<file path="src/rtl/conv_loader_pkg.sv">
// Shared types and size helpers for the conv layer loader.
// Layer sizes are derived here so the top and the sub-module agree on them.
package conv_loader_pkg;

    typedef enum logic [2:0] {
        IDLE,
        LOAD_W,
        LOAD_B,
        LOAD_IN,
        KICK,
        WAIT_HI,
        WAIT_LO
    } state_t;

    // Byte index of the final (most significant) byte of a bias word.
    localparam logic [1:0] LAST_BYTE = 2'd3;

    function automatic int w_count(input int oc, input int ic, input int k);
        return oc * ic * k * k;
    endfunction

    function automatic int b_count(input int oc);
        return oc;
    endfunction

    function automatic int in_count(input int ic, input int h, input int w);
        return ic * h * w;
    endfunction

    // Address width for n entries; never narrower than one bit.
    function automatic int addr_width(input int n);
        return (n > 1) ? $clog2(n) : 1;
    endfunction

endpackage

</file>
<file path="src/rtl/bias_word_packer.sv">
// Packs four stream bytes, little-endian, into one 32-bit bias word.
// word_valid pulses for one cycle when the fourth byte lands; word holds until the next one.
module bias_word_packer
    import conv_loader_pkg::*;
(
    input  logic        clk,
    input  logic        rstn,
    input  logic        clear,
    input  logic [7:0]  byte_data,
    input  logic        byte_valid,
    output logic [1:0]  byte_idx,
    output logic [31:0] word,
    output logic        word_valid
);

    logic [23:0] partial;

    // NOTE: sequential state uses non-blocking assignments so every register samples pre-edge values.
    always_ff @(posedge clk) begin
        if (!rstn) begin
            byte_idx   <= '0;
            partial    <= '0;
            word       <= '0;
            word_valid <= 1'b0;
        end else begin
            word_valid <= 1'b0;
            if (clear) begin
                byte_idx <= '0;
                partial  <= '0;
            end else if (byte_valid) begin
                if (byte_idx == LAST_BYTE) begin
                    word       <= {byte_data, partial};
                    word_valid <= 1'b1;
                    byte_idx   <= '0;
                end else begin
                    case (byte_idx)
                        2'd0:    partial[7:0]   <= byte_data;
                        2'd1:    partial[15:8]  <= byte_data;
                        default: partial[23:16] <= byte_data;
                    endcase
                    byte_idx <= byte_idx + 2'd1;
                end
            end
        end
    end

endmodule

</file>
<file path="src/rtl/conv_layer_loader.sv">
// Scatters one byte stream into a conv layer's weight, bias and input write ports,
// then pulses conv_start and waits for a full high-then-low cycle of conv_done.
module conv_layer_loader
    import conv_loader_pkg::*;
#(
    parameter  int INPUT_CHANNELS  = 64,
    parameter  int OUTPUT_CHANNELS = 128,
    parameter  int KERNEL_SIZE     = 3,
    parameter  int INPUT_WIDTH     = 30,
    parameter  int INPUT_HEIGHT    = 30,
    localparam int W_N   = w_count(OUTPUT_CHANNELS, INPUT_CHANNELS, KERNEL_SIZE),
    localparam int B_N   = b_count(OUTPUT_CHANNELS),
    localparam int IN_N  = in_count(INPUT_CHANNELS, INPUT_HEIGHT, INPUT_WIDTH),
    localparam int W_AW  = addr_width(W_N),
    localparam int B_AW  = addr_width(B_N),
    localparam int IN_AW = addr_width(IN_N)
) (
    input  logic             clk,
    input  logic             rstn,
    input  logic             run_start,
    input  logic             cfg_load_params,
    output logic             run_busy,
    output logic             run_done,
    input  logic [7:0]       s_data,
    input  logic             s_valid,
    output logic             s_ready,
    output logic [7:0]       weight_data_in,
    output logic             weight_data_we,
    output logic [W_AW-1:0]  weight_data_addr,
    output logic [31:0]      bias_data_in,
    output logic             bias_data_we,
    output logic [B_AW-1:0]  bias_data_addr,
    output logic [7:0]       input_data_in,
    output logic             input_data_we,
    output logic [IN_AW-1:0] input_data_addr,
    output logic             conv_start,
    input  logic             conv_done
);

    localparam logic [W_AW-1:0]  W_LAST  = W_AW'(W_N - 1);
    localparam logic [B_AW-1:0]  B_LAST  = B_AW'(B_N - 1);
    localparam logic [IN_AW-1:0] IN_LAST = IN_AW'(IN_N - 1);

    state_t           state, next_state;
    logic [W_AW-1:0]  w_cnt;
    logic [B_AW-1:0]  b_cnt;
    logic [IN_AW-1:0] in_cnt;
    logic [1:0]       byte_idx;
    logic             xfer;
    logic             start_ok;

    assign xfer     = s_valid & s_ready;
    assign start_ok = run_start & (state == IDLE);

    always_ff @(posedge clk) begin
        if (!rstn) state <= IDLE;
        else       state <= next_state;
    end

    // NOTE: every always_comb output gets a default first, so no path can infer a latch.
    always_comb begin
        next_state = state;
        s_ready    = 1'b0;
        run_busy   = (state != IDLE);
        run_done   = 1'b0;
        case (state)
            IDLE:    if (run_start) next_state = cfg_load_params ? LOAD_W : LOAD_IN;
            LOAD_W: begin
                s_ready = 1'b1;
                if (xfer && w_cnt == W_LAST) next_state = LOAD_B;
            end
            LOAD_B: begin
                s_ready = 1'b1;
                if (xfer && byte_idx == LAST_BYTE && b_cnt == B_LAST) next_state = LOAD_IN;
            end
            LOAD_IN: begin
                s_ready = 1'b1;
                if (xfer && in_cnt == IN_LAST) next_state = KICK;
            end
            KICK:    next_state = WAIT_HI;
            WAIT_HI: if (conv_done) next_state = WAIT_LO;
            WAIT_LO: begin
                if (!conv_done) begin
                    run_done   = 1'b1;
                    next_state = IDLE;
                end
            end
            default: next_state = IDLE;
        endcase
    end

    // Write ports are registered: a transfer at edge n shows we/addr/data from edge n for one cycle.
    always_ff @(posedge clk) begin
        if (!rstn) begin
            weight_data_we   <= 1'b0;
            weight_data_addr <= '0;
            weight_data_in   <= '0;
            bias_data_addr   <= '0;
            input_data_we    <= 1'b0;
            input_data_addr  <= '0;
            input_data_in    <= '0;
            conv_start       <= 1'b0;
            w_cnt            <= '0;
            b_cnt            <= '0;
            in_cnt           <= '0;
        end else begin
            weight_data_we <= 1'b0;
            input_data_we  <= 1'b0;
            conv_start     <= (state == KICK);
            if (start_ok) begin
                w_cnt  <= '0;
                b_cnt  <= '0;
                in_cnt <= '0;
            end
            if (xfer) begin
                case (state)
                    LOAD_W: begin
                        weight_data_we   <= 1'b1;
                        weight_data_addr <= w_cnt;
                        weight_data_in   <= s_data;
                        w_cnt            <= w_cnt + 1'b1;
                    end
                    LOAD_B: begin
                        if (byte_idx == LAST_BYTE) begin
                            bias_data_addr <= b_cnt;
                            b_cnt          <= b_cnt + 1'b1;
                        end
                    end
                    LOAD_IN: begin
                        input_data_we   <= 1'b1;
                        input_data_addr <= in_cnt;
                        input_data_in   <= s_data;
                        in_cnt          <= in_cnt + 1'b1;
                    end
                    default: ;
                endcase
            end
        end
    end

    bias_word_packer u_packer (
        .clk        (clk),
        .rstn       (rstn),
        .clear      (start_ok),
        .byte_data  (s_data),
        .byte_valid (xfer && state == LOAD_B),
        .byte_idx   (byte_idx),
        .word       (bias_data_in),
        .word_valid (bias_data_we)
    );

endmodule

</file>
<file path="config.mk">
export PLATFORM = sky130hd
export DESIGN_NAME = conv_layer_loader
export DESIGN_NICKNAME = d
export VERILOG_FILES = /design/src/rtl/conv_loader_pkg.sv /design/src/rtl/bias_word_packer.sv /design/src/rtl/conv_layer_loader.sv
export SDC_FILE = /design/constraint.sdc
export NUM_CORES = 1
export LEC_CHECK = 0
export BUFFER_PORTS_ARGS = -buffer_cell sky130_fd_sc_hd__buf_4
export CORE_ASPECT_RATIO = 1.1
export CORE_MARGIN = 2
export CORE_UTILIZATION = 39
export CTS_BUF_LIST = sky130_fd_sc_hd__clkbuf_8 sky130_fd_sc_hd__clkbuf_16
export DETAILED_ROUTE_END_ITERATION = 6
export SLEW_MARGIN = 10
export SYNTH_ARGS = -nofsm -noshare
export SYNTH_HDL_FRONTEND = slang
export SYNTH_SLANG_ARGS = --single-unit
</file>
<file path="constraint.sdc">
create_clock -name clk -period 1.88 [get_ports clk]
set_input_delay 0.188 -clock clk [delete_from_list [all_inputs] [get_ports clk]]
set_output_delay 0.188 -clock clk [all_outputs]
set_load 0.01 [all_outputs]
</file>
# Word level (Yosys, flattened, before mapping)
# Index checks and enable logic that the tools add are counted.
# totals
mem_count,0
ramBits,0
out_inout_bits,95
ff_bits,161
inputBits,14
wordCells,92
romBits,0
latchBits,0
# classes
n_shift,0
n_reduce_logical,21
addsub,4
div,0
multipliers,0
bitwise,7
n_lt_le_gt_ge,0
n_mux,25
eq_ne,17
# op_table
cell,count
two-way mux 17 bit,3
two-way mux 16 bit,3
two-way mux 7 bit,4
case mux 3 bit (7 select lines),1
two-way mux 3 bit,6
"adder 17 x 1 -> 17 bit, second input constant",1
"equality test 17 bit, second input constant",1
"adder 16 x 1 -> 16 bit, second input constant",1
"equality test 16 bit, second input constant",1
AND reduction 3 bit,5
"!= test 2 bit, second input constant",6
"equality test 3 bit, second input constant",3
"adder 7 x 1 -> 7 bit, second input constant",1
"equality test 7 bit, second input constant",1
"equality test 3 x 2 -> 1 bit, second input constant",2
two-way mux 1 bit,6
AND reduction 2 bit,3
AND reduction 6 bit,1
OR reduction 3 bit,2
logical AND 1 bit,5
inverter 1 bit,5
two-way mux 2 bit,2
OR reduction 2 bit,2
"equality test 3 x 1 -> 1 bit, second input constant",1
7 further kinds,8

# Longest topological paths before layout
# logic_depth
depth_word,8
mapped_depth,8
mapped_depth_nobuf,7

# By module
# From an unflattened synthesis, not the netlist that was laid out.
# hier_totals
cells_unflattened,764
area_unflattened_um2,6663.9
# modules_own_cells
mod,area_each_um2,cells_per_inst,seq_area_each_um2,n_inst
conv_layer_loader,4131.5,506,2042.0,1
bias_word_packer,2532.4,258,1181.1,1

# Least setup slack after synthesis
# Ideal clock, no wire load.
# synth_path
path_kind,reg-to-reg
startpoint,register w_cnt[0]
endpoint,register w_cnt[16]
path_stages_with_launch,8
synth_period_minus_slack_ns,1.765
t_arrival_ns,1.695
n_path_buf,0
setup_slack_ns,0.115
t_required_ns,1.810
setup_time_ns,0.070
cell_sequence,dfxtp_1 -> ha_1 -> inv_1 -> or3_4 -> nor2_4 -> nand3_2 -> or3_1 -> a21oi_1
# synth_between
elab_chain_cells,3
# synth_lines
item,line_no,text
start: declaration,conv_layer_loader.sv:45,logic [W_AW-1:0] w_cnt;
start signal: assignment,conv_layer_loader.sv:121,w_cnt <= w_cnt + 1'b1;
adder 17 x 1 -> 17 bit,conv_layer_loader.sv:121,
two-way mux 17 bit,conv_layer_loader.sv:116,case (state)
two-way mux 17 bit,conv_layer_loader.sv:115,if (xfer) begin
# No other way between the ends.
# A chain may end at the register's enable or synchronous reset.

# Worst setup path after layout
# layout_path
startpoint,register in_cnt[1]
endpoint,register state[1]
# layout_between
elab_chain_cells,4
# layout_lines
item,line_no,text
start: declaration,conv_layer_loader.sv:47,logic [IN_AW-1:0] in_cnt;
start signal: assignment,conv_layer_loader.sv:133,in_cnt <= in_cnt + 1'b1;
equality test 16 bit,conv_layer_loader.sv:78,if (xfer && in_cnt == IN_LAST) next_state = KICK;
logical AND 1 bit,conv_layer_loader.sv:78,
!= test 2 bit (no source line),-,
AND reduction 6 bit (no source line),-,
end signal: assignment,conv_layer_loader.sv:57,else state <= next_state;
end: declaration,conv_layer_loader.sv:44,"state_t state, next_state;"
# No other way between the ends.

==> impl_metrics.ini <==
[run_status]
outcome = finished, final reports clean

[cts]
cts_tree = yes
cts_hold_buffers = 0
numCtsBuffers = 17
worstSkewPairLatency_ns = 0.43
h-tree-depth = 4
clock_sinks = 161
clock_path_buffers = 2
clkTransAtPathRegs_ns = 0.07
cts_root_buffer = clkbuf_16

[job]
cap_violations = 0

[grt]
grt_antenna_before_repair = 0
track_usage_pct = 18.4
grt_pass1_wl_um = 25300
overflow = 0
grt_pass1_vias = 5181
grt_start_max_net_pins = 58

[synth]
synth_seq_cells = 161
yosys.area.top_type_share_pct = 51.6
ys_top_cells_by_area = dfxtp_1, nand2_1, a21oi_1, nand3_1, nor2_1
async_reset_ff_share_pct = 0
synth_area_per_cell_um2 = 8.03
netlist_top_cells_count = nand2_1, dfxtp_1, a21oi_1
synth_flop_cell = dfxtp_1
synth_top_cell_by_area = dfxtp_1
ys_warn_count = 0
synth_nets = 799
synthesis.area_mm2 = 0.00625
syn-instance-count = 778
synth-edff-count = 0
ys_seq_area_share_pct = 51.6
synth.most_common_cell = nand2_1
synth.distinct_cells = 49

[drt]
vias_per_cell = 4.96
drc = 0
wire_per_inst_um = 14.0
dr.pass1.iters = 4
dr_wl_met2_um = 7650
wl_met1_um = 7000
dr.first_iter.drc_count = 316
wl_met3_um = 716
final_antenna_net_count = 0
wl_um = 15500
routed.top_layer = met4
vias = 5506

[place]
gp_congestion = 0.845
port_buffers = 108
hpwl_um = 10600

[sta]
relSlewSlack_pct = 68.3
fin_hold_ws_ns = 0.0615
period_minus_slack_ns = 1.81
fmax_ghz = 0.553
setup-violations-final = 0
fin_worst_skew_ns = 0.00968
period_share_pct = 96.2
maxSlewViolCount = 0
final_hold_viol_count = 0
tightest_slew_ns = 0.470

[power_and_ir_drop]
switching_share_pct = 26.7
pwr-share-clk_pct = 42.3
cellLeakagePower_nw = 3.05
vdd_drop_max_mv = 0.706
seqPwrFrac_pct = 41.3
p_switching_mw = 2.31
power_frac_comb_pct = 16.4
p_int_mw = 6.33
power.density_mw_per_mm2 = 1050
power_mw = 8.63

[worst_setup_path]
crit_path_max_fanout = 3
cp_data_arrival_time_ns = 2.18
ff2ff_setup_slack_ns = 0.07
rr_worst_depth = 7
r2r_start = in_cnt[1]
critPathLaunchType = flop
crit_type = flop to flop
cp.required_ns = 2.25
reg2reg_to = state[1]
worst_setup_path_end_kind = flop

[floorplanning]
core_mm2 = 0.0157
die_w_um = 125
dieArea_mm2 = 0.0171
die_h_um = 137
boundaryPins = 109
start_util_pct = 39.9
rows = 48

[worst_hold_path]
hold_end = input_data_in[4]
hold_start = s_data[4]
hold_path_depth = 3
hp-class = input pin to flop

[finish]
drive_gt1_share_pct = 23.6
diodes = 0
fill_cells = 1527
area_growth_pct = 31.1
nets = 920
[registers in the layout, indices dropped and copies added (netlist names), 8 cells and up]
register          cells
in_cnt               16
input_data_addr      16
input_data_in         8
u_packer.partial     24
u_packer.word        32
w_cnt                17
weight_data_addr     17
weight_data_in        8
[power groups by stage]
stage,Clock [mW],Combinational [mW],Sequential [mW]
final,3.65,1.41,3.57
after floorplan,0,0.876,3.63
after CTS,3.73,1.42,3.56
after global placement,0,1.42,3.64
after global routing,3.87,1.54,3.58
after detailed placement,0,1.41,3.64
[routing by layer]
layer	GRT usage, %	up-vias
met3	4.73	17
met5	0	-
li1	-	2843
met1	23.1	2542
met2	31.2	104
met4	5.49	0
[cell usage in the layout, fill, tap and decap left out, types with 8 or more instances in the layout]
| cell | n |
|---|---|
| inv_1 | 8 |
| and3_1 | 8 |
| a21oi_1 | 134 |
| o21ai_0 | 8 |
| xor2_1 | 10 |
| nand3_1 | 48 |
| nor2_1 | 40 |
| dfxtp_1 | 157 |
| nand2_1 | 231 |
| buf_4 | 149 |
| clkbuf_16 | 17 |
[through the flow]
stage	util, %	instance area [um2]	cells	setup WS [ns]	setup TNS, ns
after global placement	47.6	7470	1077	0.0902	0
final	52.2	8190	1111	0.0710	0
after detailed placement	47.6	7470	1077	0.0424	0
after global routing	52.2	8190	1111	-0.0435	-0.0649
after CTS	51.7	8100	1108	0.0187	0
after floorplan	-	6250	778	0.115	0
[critical path, stage by stage, from the launching register on]
cell,delay (ns)
dfxtp_2,0.35
ha_4,0.16
nand3_4,0.10
nor4_4,0.23
nand4_1,0.20
a211o_1,0.35
nor2_1,0.16
o2111a_1,0.19
[layout make-up]
| cell class | count | area (um2) | area share [%] |
|---|---|---|---|
| Inverter | 7 | 27.5 | 0.336 |
| Timing Repair Buffer | 153 | 1200 | 14.6 |
| Sequential cell | 161 | 3230 | 39.4 |
| Multi-Input combinational cell | 559 | 2860 | 34.9 |
| Clock buffer | 20 | 467 | 5.70 |
| Clock inverter | 11 | 163 | 1.99 |
| Tap cell | 200 | 250 | 3.06 |
[how the worst max path moves through the flow]
stage	from	endpoint	slack (ns)	depth (start not counted)
5_1_grt	in_cnt[1]	state[2]	-0.04	7
6_report	in_cnt[1]	state[1]	0.07	7
4_1_cts	in_cnt[0]	state[2]	0.02	7
3_3_place_gp	state[2]	state[2]	0.09	6
2_1_floorplan	w_cnt[0]	w_cnt[16]	0.11	7
3_5_place_dp	in_cnt[0]	state[2]	0.04	7
[repair_timing]
action,4_1_cts,5_1_grt
pin swaps,0,7
setup endpoints to repair,1,6
setup buffers,0,3
resized for setup,1,16
[logic make-up after synthesis]
group | Yosys count | synth area share (%)
compound gates | 159 | 13.5
xor+xnor | 16 | 2.24
fa+ha+maj | 7 | 1.40
buf+inv | 58 | 3.74
flops | 161 | 51.6
mux | 5 | 0.901
simple gates | 372 | 26.6
No activity file was read; power rests on OpenSTA's default activity.
